$ cat src/rtl/pokey_audio_ctrl.sv
// POKEY audio register front end: pending/live AUDF/AUDC/AUDCTL registers, base tick prescalers, STIMER and SKCTL mode sequencing.
// Optional readback port enabled by defining POKEY_AUDIO_CTRL_READBACK_EN.
module pokey_audio_ctrl #(
  parameter int unsigned CLK_DIV64 = 28,
  parameter int unsigned CLK_DIV15 = 114
) (
  input  logic       clk179,
  input  logic       init,
  input  logic       wr_en,
  input  logic [3:0] wr_addr,
  input  logic [7:0] wr_data,
  output logic [7:0] AUDF1,
  output logic [7:0] AUDC1,
  output logic [7:0] AUDF2,
  output logic [7:0] AUDC2,
  output logic [7:0] AUDF3,
  output logic [7:0] AUDC3,
  output logic [7:0] AUDF4,
  output logic [7:0] AUDC4,
  output logic [7:0] AUDCTL,
  output logic       tick64,
  output logic       tick15,
  output logic       tick_main,
  output logic       stimer_pulse,
  output logic       poly_init_L,
  input  logic       rd_en,
  input  logic [3:0] rd_addr,
  output logic [7:0] rd_data
);

  localparam int unsigned W64 = $clog2(CLK_DIV64);
  localparam int unsigned W15 = $clog2(CLK_DIV15);
  localparam logic [W64-1:0] LAST64 = W64'(CLK_DIV64 - 1);
  localparam logic [W15-1:0] LAST15 = W15'(CLK_DIV15 - 1);

  typedef enum logic {HOLD = 1'b0, RUN = 1'b1} mode_t;

  mode_t           state, state_next;
  logic [W64-1:0]  cnt64;
  logic [W15-1:0]  cnt15;
  logic [7:0]      live [0:8];
  logic [7:0]      pend [0:8];
  logic [8:0]      pend_flag;
  logic [8:0]      wr_hit;
  logic            skctl_wr;
  logic            stimer_wr;
  logic            count_en;
  logic            commit;

  assign skctl_wr  = wr_en && (wr_addr == 4'hF);
  assign stimer_wr = wr_en && (wr_addr == 4'h9) && (state == RUN);

  always_comb begin
    state_next  = state;
    poly_init_L = (state == RUN);
    if (skctl_wr)
      state_next = (wr_data[1:0] != 2'b00) ? RUN : HOLD;
  end

  always_ff @(posedge clk179) begin
    if (init) state <= HOLD;
    else      state <= state_next;
  end

  // Counters only advance while staying in RUN, so entering RUN starts from 0
  // and leaving RUN clears them before the first HOLD cycle.
  assign count_en = (state == RUN) && (state_next == RUN);

  always_ff @(posedge clk179) begin
    if (init || !count_en || stimer_pulse) begin
      cnt64 <= '0;
      cnt15 <= '0;
    end else begin
      cnt64 <= (cnt64 == LAST64) ? '0 : cnt64 + W64'(1);
      cnt15 <= (cnt15 == LAST15) ? '0 : cnt15 + W15'(1);
    end
  end

  assign tick64    = (state == RUN) && (cnt64 == LAST64);
  assign tick15    = (state == RUN) && (cnt15 == LAST15);
  assign tick_main = live[8][0] ? tick15 : tick64;
  assign commit    = (state == RUN) && (tick_main || stimer_wr);

  always_ff @(posedge clk179) begin
    if (init) stimer_pulse <= 1'b0;
    else      stimer_pulse <= stimer_wr;
  end

  always_comb begin
    wr_hit = '0;
    for (int unsigned i = 0; i < 9; i++)
      if (wr_en && (wr_addr == 4'(i))) wr_hit[i] = 1'b1;
  end

  // A write on a commit cycle lands after the old pending value is copied,
  // and its flag assignment overrides the clear.
  always_ff @(posedge clk179) begin
    if (init) begin
      pend_flag <= '0;
      for (int unsigned i = 0; i < 9; i++) begin
        live[i] <= '0;
        pend[i] <= '0;
      end
    end else begin
      for (int unsigned i = 0; i < 9; i++) begin
        if (commit && pend_flag[i]) begin
          live[i]      <= pend[i];
          pend_flag[i] <= 1'b0;
        end
        if (wr_hit[i]) begin
          pend[i]      <= wr_data;
          pend_flag[i] <= 1'b1;
        end
      end
    end
  end

  assign AUDF1  = live[0];
  assign AUDC1  = live[1];
  assign AUDF2  = live[2];
  assign AUDC2  = live[3];
  assign AUDF3  = live[4];
  assign AUDC3  = live[5];
  assign AUDF4  = live[6];
  assign AUDC4  = live[7];
  assign AUDCTL = live[8];

`ifdef POKEY_AUDIO_CTRL_READBACK_EN
  logic [1:0] skctl;

  always_ff @(posedge clk179) begin
    if (init)          skctl <= 2'b00;
    else if (skctl_wr) skctl <= wr_data[1:0];
  end

  always_ff @(posedge clk179) begin
    if (init) begin
      rd_data <= '0;
    end else if (rd_en) begin
      if (rd_addr <= 4'd8)       rd_data <= live[rd_addr];
      else if (rd_addr == 4'hF)  rd_data <= {6'b0, skctl};
      else                       rd_data <= '0;
    end
  end
`else
  logic unused_rd;
  assign unused_rd = ^{rd_en, rd_addr};
  assign rd_data   = '0;
`endif

endmodule
$ cat config.mk
export PLATFORM = sky130hd
export DESIGN_NAME = pokey_audio_ctrl
export DESIGN_NICKNAME = d
export VERILOG_FILES = /design/src/rtl/pokey_audio_ctrl.sv
export SDC_FILE = /design/constraint.sdc
export NUM_CORES = 1
export LEC_CHECK = 0
export CAP_MARGIN = 40
export CELL_PAD_IN_SITES_DETAIL_PLACEMENT = 1
export CELL_PAD_IN_SITES_GLOBAL_PLACEMENT = 1
export CORE_ASPECT_RATIO = 0.75
export CORE_MARGIN = 4
export CORE_UTILIZATION = 44
export CTS_BUF_LIST = sky130_fd_sc_hd__clkbuf_16
export CTS_CLUSTER_DIAMETER = 100
export DETAILED_ROUTE_END_ITERATION = 16
export MAX_ROUTING_LAYER = met4
export PLACE_DENSITY_LB_ADDON = 0.3
export SLEW_MARGIN = 20
export SYNTH_ARGS = -nofsm -noshare
export SYNTH_HDL_FRONTEND = slang
export SYNTH_SLANG_ARGS = --single-unit
$ cat constraint.sdc
create_clock -name clk179 -period 3.3 [get_ports clk179]
set_clock_uncertainty 0.15 [all_clocks]
set_input_delay 0.66 -clock clk179 [delete_from_list [all_inputs] [get_ports clk179]]
set_output_delay 0.66 -clock clk179 [all_outputs]
set_load 0.005 [all_outputs]
==> qor.csv, run 1 <==
stage,metric,value,unit
final_layout,fin nets,611,
route,Metal-1 WL,7320,um
pwr,Power Density,537,nW/um^2
place,DP Area,8000,um^2
sta,setup TNS,0,ns
sta,fin worst setup slack,0.126,ns
pwr,Logic pwr share,0.062,
final_layout,Multi-input gate area,1540,um^2
pwr,Seq pwr share,0.526,
sta,Slew HR,0.477,
critical_path,CP Launch Type,flip-flop,
final_layout,"commonest cells after routing, fill and taps aside","edfxtp_1, clkdlybuf4s50_1, inv_1, a2111oi_0, buf_4",
sta,worst-margin pin slew,0.764,ns
synth,"top cells by area, synth","edfxtp_1, a2111oi_0, dfxtp_1, inv_1, a2111oi_2",
grt,GR Overflow Total,0,
sta,fin crit share,0.962,
floorplanning,Die Area,17700,um^2
place,placed insts,773,
sta,unrepaired setup endpoints after global routing,false,
pwr,leakage power,3.06,nW
cts,CTS Sinks,167,
sta,Fmax,0.315,GHz
cts,Post-CTS Resized,0,
floorplanning,Chip Width,152,um
floorplanning,Core Region,15300,um^2
route,vias,4418,
critical_path,worst path required time,2.49,ns
place,pre-CTS WS,0.0783,ns
route,Routed Antenna Nets,0,
final_layout,Layout fillers,1448,
cts,clock latency on the worst-skew pair,0.43,ns
cts,TritonCTS buffer count,17,
cts,hold_buf cts,0,
final_layout,Final Non-Filler Cells,806,
place,GPL Wtd Cong,0.800,
cts,TritonCTS clock tree,yes,
critical_path,CP Class,reg -> out,
floorplanning,initial core utilization,0.449,
route,Residual DRC,0,
hold_path,Hold Path Cell Cnt,1,
status,status,"complete, no violations",
route,detailed-route wire length per cell,20.4,um
synth,"Seq/Total Area, Yosys",0.697,
synth,top cell type's share of synthesized area,0.630,
final_layout,number of diodes,0,
sta,hold_ws,0.317,ns
run,max cap viols,0,
route,DR vias/cell,5.48,
sta,Max Slew Vio Count,0,
pwr,Clock Power Share,0.412,
floorplanning,row count,39,
final_layout,"most common cell after layout, fill and taps aside",edfxtp_1,
pwr,overall power,4.61,mW
critical_path,Slowest Stage Delay on Critical Path,0.51,ns
final_layout,layout cell share with drive strength beyond 1,0.138,
grt,first-pass GRT wire length,25600,um
pwr,Net Sw Frac,0.219,
route,WL met3,787,um
sta,Fin. Hold Viols,0,
critical_path,CP Capture Type,primary output,
grt,number of global-route vias before repair,4607,
synth,library cells used by synthesis,48,
place,input/output buffers,91,
cts,"Setup Fix Bufs, Post-CTS",0,
grt,Total GRT Usage,0.196,
route,max layer used,met4,
sta,Tmin final,3.17,ns
route,Detailed Route WL,16400,um
cts,Bufs on Longest Clock Path,2,
critical_path,Slowest cell on crit path,nor4bb_1,
final_layout,FF/Latch Area,4780,um^2
route,DR WL met2,8080,um
synth,Syn. warnings,0,
route,Pre-antenna DRT Iters,4,
place,detailed placement HPWL,9970,um
grt,antenna violations before repair,0,
critical_path,worst-path cell chain,ha_1 > nor4bb_1 > nor2b_1 > and2_1 > clkdlybuf4s50_1,
grt,maximum number of pins on one net before global-route repair,86,
critical_path,FF-to-FF path depth,6,
pwr,Int Pwr,3.60,mW
pwr,NetSw,1.01,mW
pwr,maximum VDD drop,376,uV
critical_path,critical path arrival,2.36,ns
floorplanning,Die Span Y,116,um
cts,clk root buf,clkbuf_16,
final_layout,utilization after layout,0.562,
synth,largest area contributor in the netlist,edfxtp_1,
synth,Synth Instances,487,
synth,Synth Cell Area,6860,um^2
sta,Final Setup Violations,0,
synth,Yosys reg bits,167,
hold_path,min-delay worst type,reg -> reg,
critical_path,crit-path max FO,4,
cts,Worst-path clk slew,0.06,ns
final_layout,design area,8580,um^2
synth,Mean Syn Cell Area,14.1,um^2
final_layout,area grow syn2layout,25.1,%
cts,H-tree levels,4,
floorplanning,Top-Level Pins,105,
route,DRT iter0 DRCs,276,
==> critical path, delay by kind of cell (launching register included) <==
family | cells | cell delay, ns
adder cells (fa/ha/maj) | 1 | 0.15
buffers and inverters | 1 | 0.50
flip-flops | 1 | 0.39
AND/OR/NAND/NOR | 3 | 0.89
==> metal layers <==
| metal | vias up | global-route usage |
|---|---|---|
| met3 | 19 | 0.0478 |
| met5 | - | - |
| li1 | 2009 | - |
| met1 | 2270 | 0.251 |
| met4 | 0 | 0.0551 |
| met2 | 120 | 0.319 |
==> cell families after synthesis <==
family                   after synthesis  share of synthesized area
AND/OR/NAND/NOR                       83                     0.0753
other                                  1                   0.000546
AO/OA/AOI/OAI                        105                      0.132
buffers and inverters                123                     0.0835
adder cells (fa/ha/maj)                3                    0.00547
flip-flops                           167                      0.697
XOR/XNOR                               5                    0.00638
==> synth_stat cells (all sizes together) <==
cell type / number
nand3b: 1
o21ba: 1
a32oi: 1
o31ai: 1
and4: 1
o21ai: 11
or2: 5
a31o: 4
nor3: 10
clkbuf: 24
nand4b: 2
conb: 1
ha: 3
nor3b: 3
dfxtp: 23
and3: 2
or3: 3
nor2: 11
and4b: 1
xnor2: 2
and2: 13
a2111oi: 72
inv: 75
edfxtp: 144
nand2: 9
xor2: 3
nor4bb: 2
nand2b: 5
a41oi: 1
o31a: 1
a21oi: 10
buf: 24
nor4: 1
o22ai: 1
nand3: 3
or4: 1
a211oi: 2
nor4b: 1
nand4bb: 1
nor2b: 8
==> power by group through the flow <==
stage / logic (mW) / clock network (mW) / registers (mW)
global route: 0.313 / 2.03 / 2.43
detailed placement: 0.282 / 0 / 2.47
finish: 0.286 / 1.90 / 2.42
global placement: 0.270 / 0 / 2.46
CTS: 0.288 / 1.94 / 2.42
floorplan: 0.142 / 0 / 2.46
==> sequential cells by signal (all words and copies together), names as in the netlist <==
| name | count |
|---|---|
| live | 72 |
| stimer_pulse | 1 |
| pend_flag | 9 |
| cnt64 | 5 |
| cnt15 | 7 |
| pend | 72 |
| poly_init_L | 1 |
==> final timing paths <==
kind	from	to	slack (ns)
setup reg to reg	cnt15[0]	live[0][6]	0.44
hold reg to reg	cnt64[0]	cnt64[0]	0.32
hold / removal	cnt64[0]	cnt64[0]	0.32
setup / recovery	cnt15[0]	tick15	0.13
==> area by class of cell <==
class,instances,share of cell area
Clock buffer,17,0.0496
Multi-Input combinational cell,204,0.180
Timing Repair Buffer,123,0.135
Tap cell,205,0.0299
Inverter,75,0.0328
Sequential cell,167,0.557
Clock inverter,15,0.0156
(Power assumes the default switching activity.)
==> run 2, diff against run 1 <==
- clock period: 3.3 -> 3.5 ns (I/O delays scaled with it)
==> qor.csv, run 2 (synthesized netlist as in run 1, its figures left out) <==
stage,metric,value,unit,change
status,status,"complete, no violations",,
final_layout,Layout fillers,1448,,unchanged
floorplanning,initial core utilization,0.449,,unchanged
sta,fin worst setup slack,0.313,ns,+0.186 ns
cts,clk root buf,clkbuf_16,,
cts,"Setup Fix Bufs, Post-CTS",0,,unchanged
cts,TritonCTS clock tree,yes,,
critical_path,CP Capture Type,primary output,,
sta,Fin. Hold Viols,0,,unchanged
cts,CTS Sinks,167,,unchanged
route,DRT iter0 DRCs,235,,-15%
route,Pre-antenna DRT Iters,5,,+1
cts,Bufs on Longest Clock Path,2,,unchanged
route,detailed-route wire length per cell,19.9,um,-2.1%
final_layout,fin nets,607,,-0.65%
cts,Worst-path clk slew,0.07,ns,about the same
grt,antenna violations before repair,0,,unchanged
cts,H-tree levels,4,,unchanged
final_layout,Multi-input gate area,1540,um^2,unchanged
pwr,overall power,4.50,mW,-2.3%
grt,Total GRT Usage,0.190,,-0.00616
final_layout,FF/Latch Area,4780,um^2,unchanged
critical_path,R2R Setup Slk,0.77,ns,+0.33 ns
pwr,maximum VDD drop,363,uV,-3.5%
final_layout,number of diodes,0,,unchanged
place,input/output buffers,91,,unchanged
sta,Final Setup Violations,0,,unchanged
pwr,leakage power,3.07,nW,+0.49%
grt,first-pass GRT wire length,25000,um,-2.4%
critical_path,worst path required time,2.65,ns,+0.16 ns
sta,fin crit share,0.911,,
sta,Slew HR,0.473,,-0.00387
run,max cap viols,0,,unchanged
floorplanning,Die Area,17700,um^2,unchanged
final_layout,Final Non-Filler Cells,802,,-0.50%
hold_path,launch point of the worst hold path,cnt64[0],,
place,GPL Wtd Cong,0.798,,-0.14%
sta,Tmin final,3.19,ns,
sta,hold_ws,0.318,ns,+0.000946 ns
final_layout,area grow syn2layout,26.0,%,
final_layout,biggest registers after layout,"live: 72 flops, pend: 72 flops, pend_flag: 9 flops",,
grt,maximum number of pins on one net before global-route repair,86,,unchanged
critical_path,r2r startpoint,cnt15[0],,
route,vias,4287,,-3.0%
cts,TritonCTS buffer count,17,,unchanged
grt,number of global-route vias before repair,4459,,-3.2%
final_layout,layout cell share with drive strength beyond 1,0.139,,+0.000925
place,pre-CTS WS,0.174,ns,+0.0955 ns
route,Detailed Route WL,16000,um,-2.6%
final_layout,"most common cell after layout, fill and taps aside",edfxtp_1,,
sta,Fmax,0.314,GHz,
grt,GR Overflow Total,0,,unchanged
floorplanning,row count,39,,unchanged
final_layout,"commonest cells after routing, fill and taps aside","edfxtp_1, clkdlybuf4s50_1, inv_1, a2111oi_0, buf_4",,
critical_path,critical path arrival,2.34,ns,-0.02 ns
critical_path,Setup crit start,cnt15[0],,
critical_path,FF-to-FF path depth,6,,unchanged
critical_path,CP Launch Type,flip-flop,,
final_layout,utilization after layout,0.566,,+0.00401
cts,clock latency on the worst-skew pair,0.42,ns,about the same
floorplanning,Core Region,15300,um^2,unchanged
route,DR vias/cell,5.35,,-2.5%
hold_path,WHS Endpoint,cnt64[0],,
place,DP Area,8000,um^2,about the same
critical_path,R2R Path End,live[0][33],,
hold_path,Hold Path Cell Cnt,1,,unchanged
floorplanning,Top-Level Pins,105,,unchanged
pwr,Power Density,521,nW/um^2,-2.9%
place,detailed placement HPWL,10100,um,+1.1%
cts,hold_buf cts,0,,unchanged
sta,worst-margin pin slew,0.790,ns,+0.0256 ns
cts,Post-CTS Resized,0,,unchanged
sta,Max Slew Vio Count,0,,unchanged
route,Residual DRC,0,,unchanged
floorplanning,Chip Width,152,um,unchanged
critical_path,CP Class,reg -> out,,
hold_path,min-delay worst type,reg -> reg,,
route,Routed Antenna Nets,0,,unchanged
place,placed insts,769,,-0.52%
sta,unrepaired setup endpoints after global routing,false,,
final_layout,design area,8640,um^2,+0.71%
critical_path,crit-path max FO,4,,unchanged
sta,setup TNS,0,ns,unchanged
floorplanning,Die Span Y,116,um,unchanged
[run 2: worst max path at each step]
stage	cells past startpoint	end	slack, ns
2_1_floorplan	5	live[0][10]	0.95
3_3_place_gp	4	live[0][33]	0.37
3_5_place_dp	5	live[0][4]	0.17
4_1_cts	5	tick15	0.28
5_1_grt	5	tick15	0.14
6_report	5	tick15	0.31
[run 2: report_power, final]
part | internal [mW] | leakage [nW] | total, mW | switching, mW
clock network | 1.14 | 0.288 | 1.96 | 0.817
registers | 2.25 | 1.57 | 2.28 | 0.0309
logic | 0.105 | 1.21 | 0.265 | 0.160
[run 2: per-layer routing]
metal  vias up  global-route usage  routed length (um)  part of all wire
met5         -                   -                   0                 0
met4         0              0.0449                  95            0.0059
met3         8              0.0537                1050             0.066
met2       121               0.312                7930              0.50
met1      2148               0.239                6910              0.43
li1       2010                   -                   -                 -
[run 2: worst max-delay path, stage by stage (launching register included)]
cell	delay [ns]
dfxtp_1	0.38
ha_1	0.15
nor4bb_1	0.51
nor2b_1	0.24
and2_1	0.14
clkdlybuf4s50_1	0.50
[run 2: area by class of cell]
| cell class | instances | area share |
|---|---|---|
| sequential | 167 | 0.553 |
| clock inverter | 15 | 0.0223 |
| multi-input combinational | 204 | 0.178 |
| inverter | 75 | 0.0326 |
| clock buffer | 17 | 0.0492 |
| timing repair buffer | 119 | 0.134 |
| tap | 205 | 0.0297 |
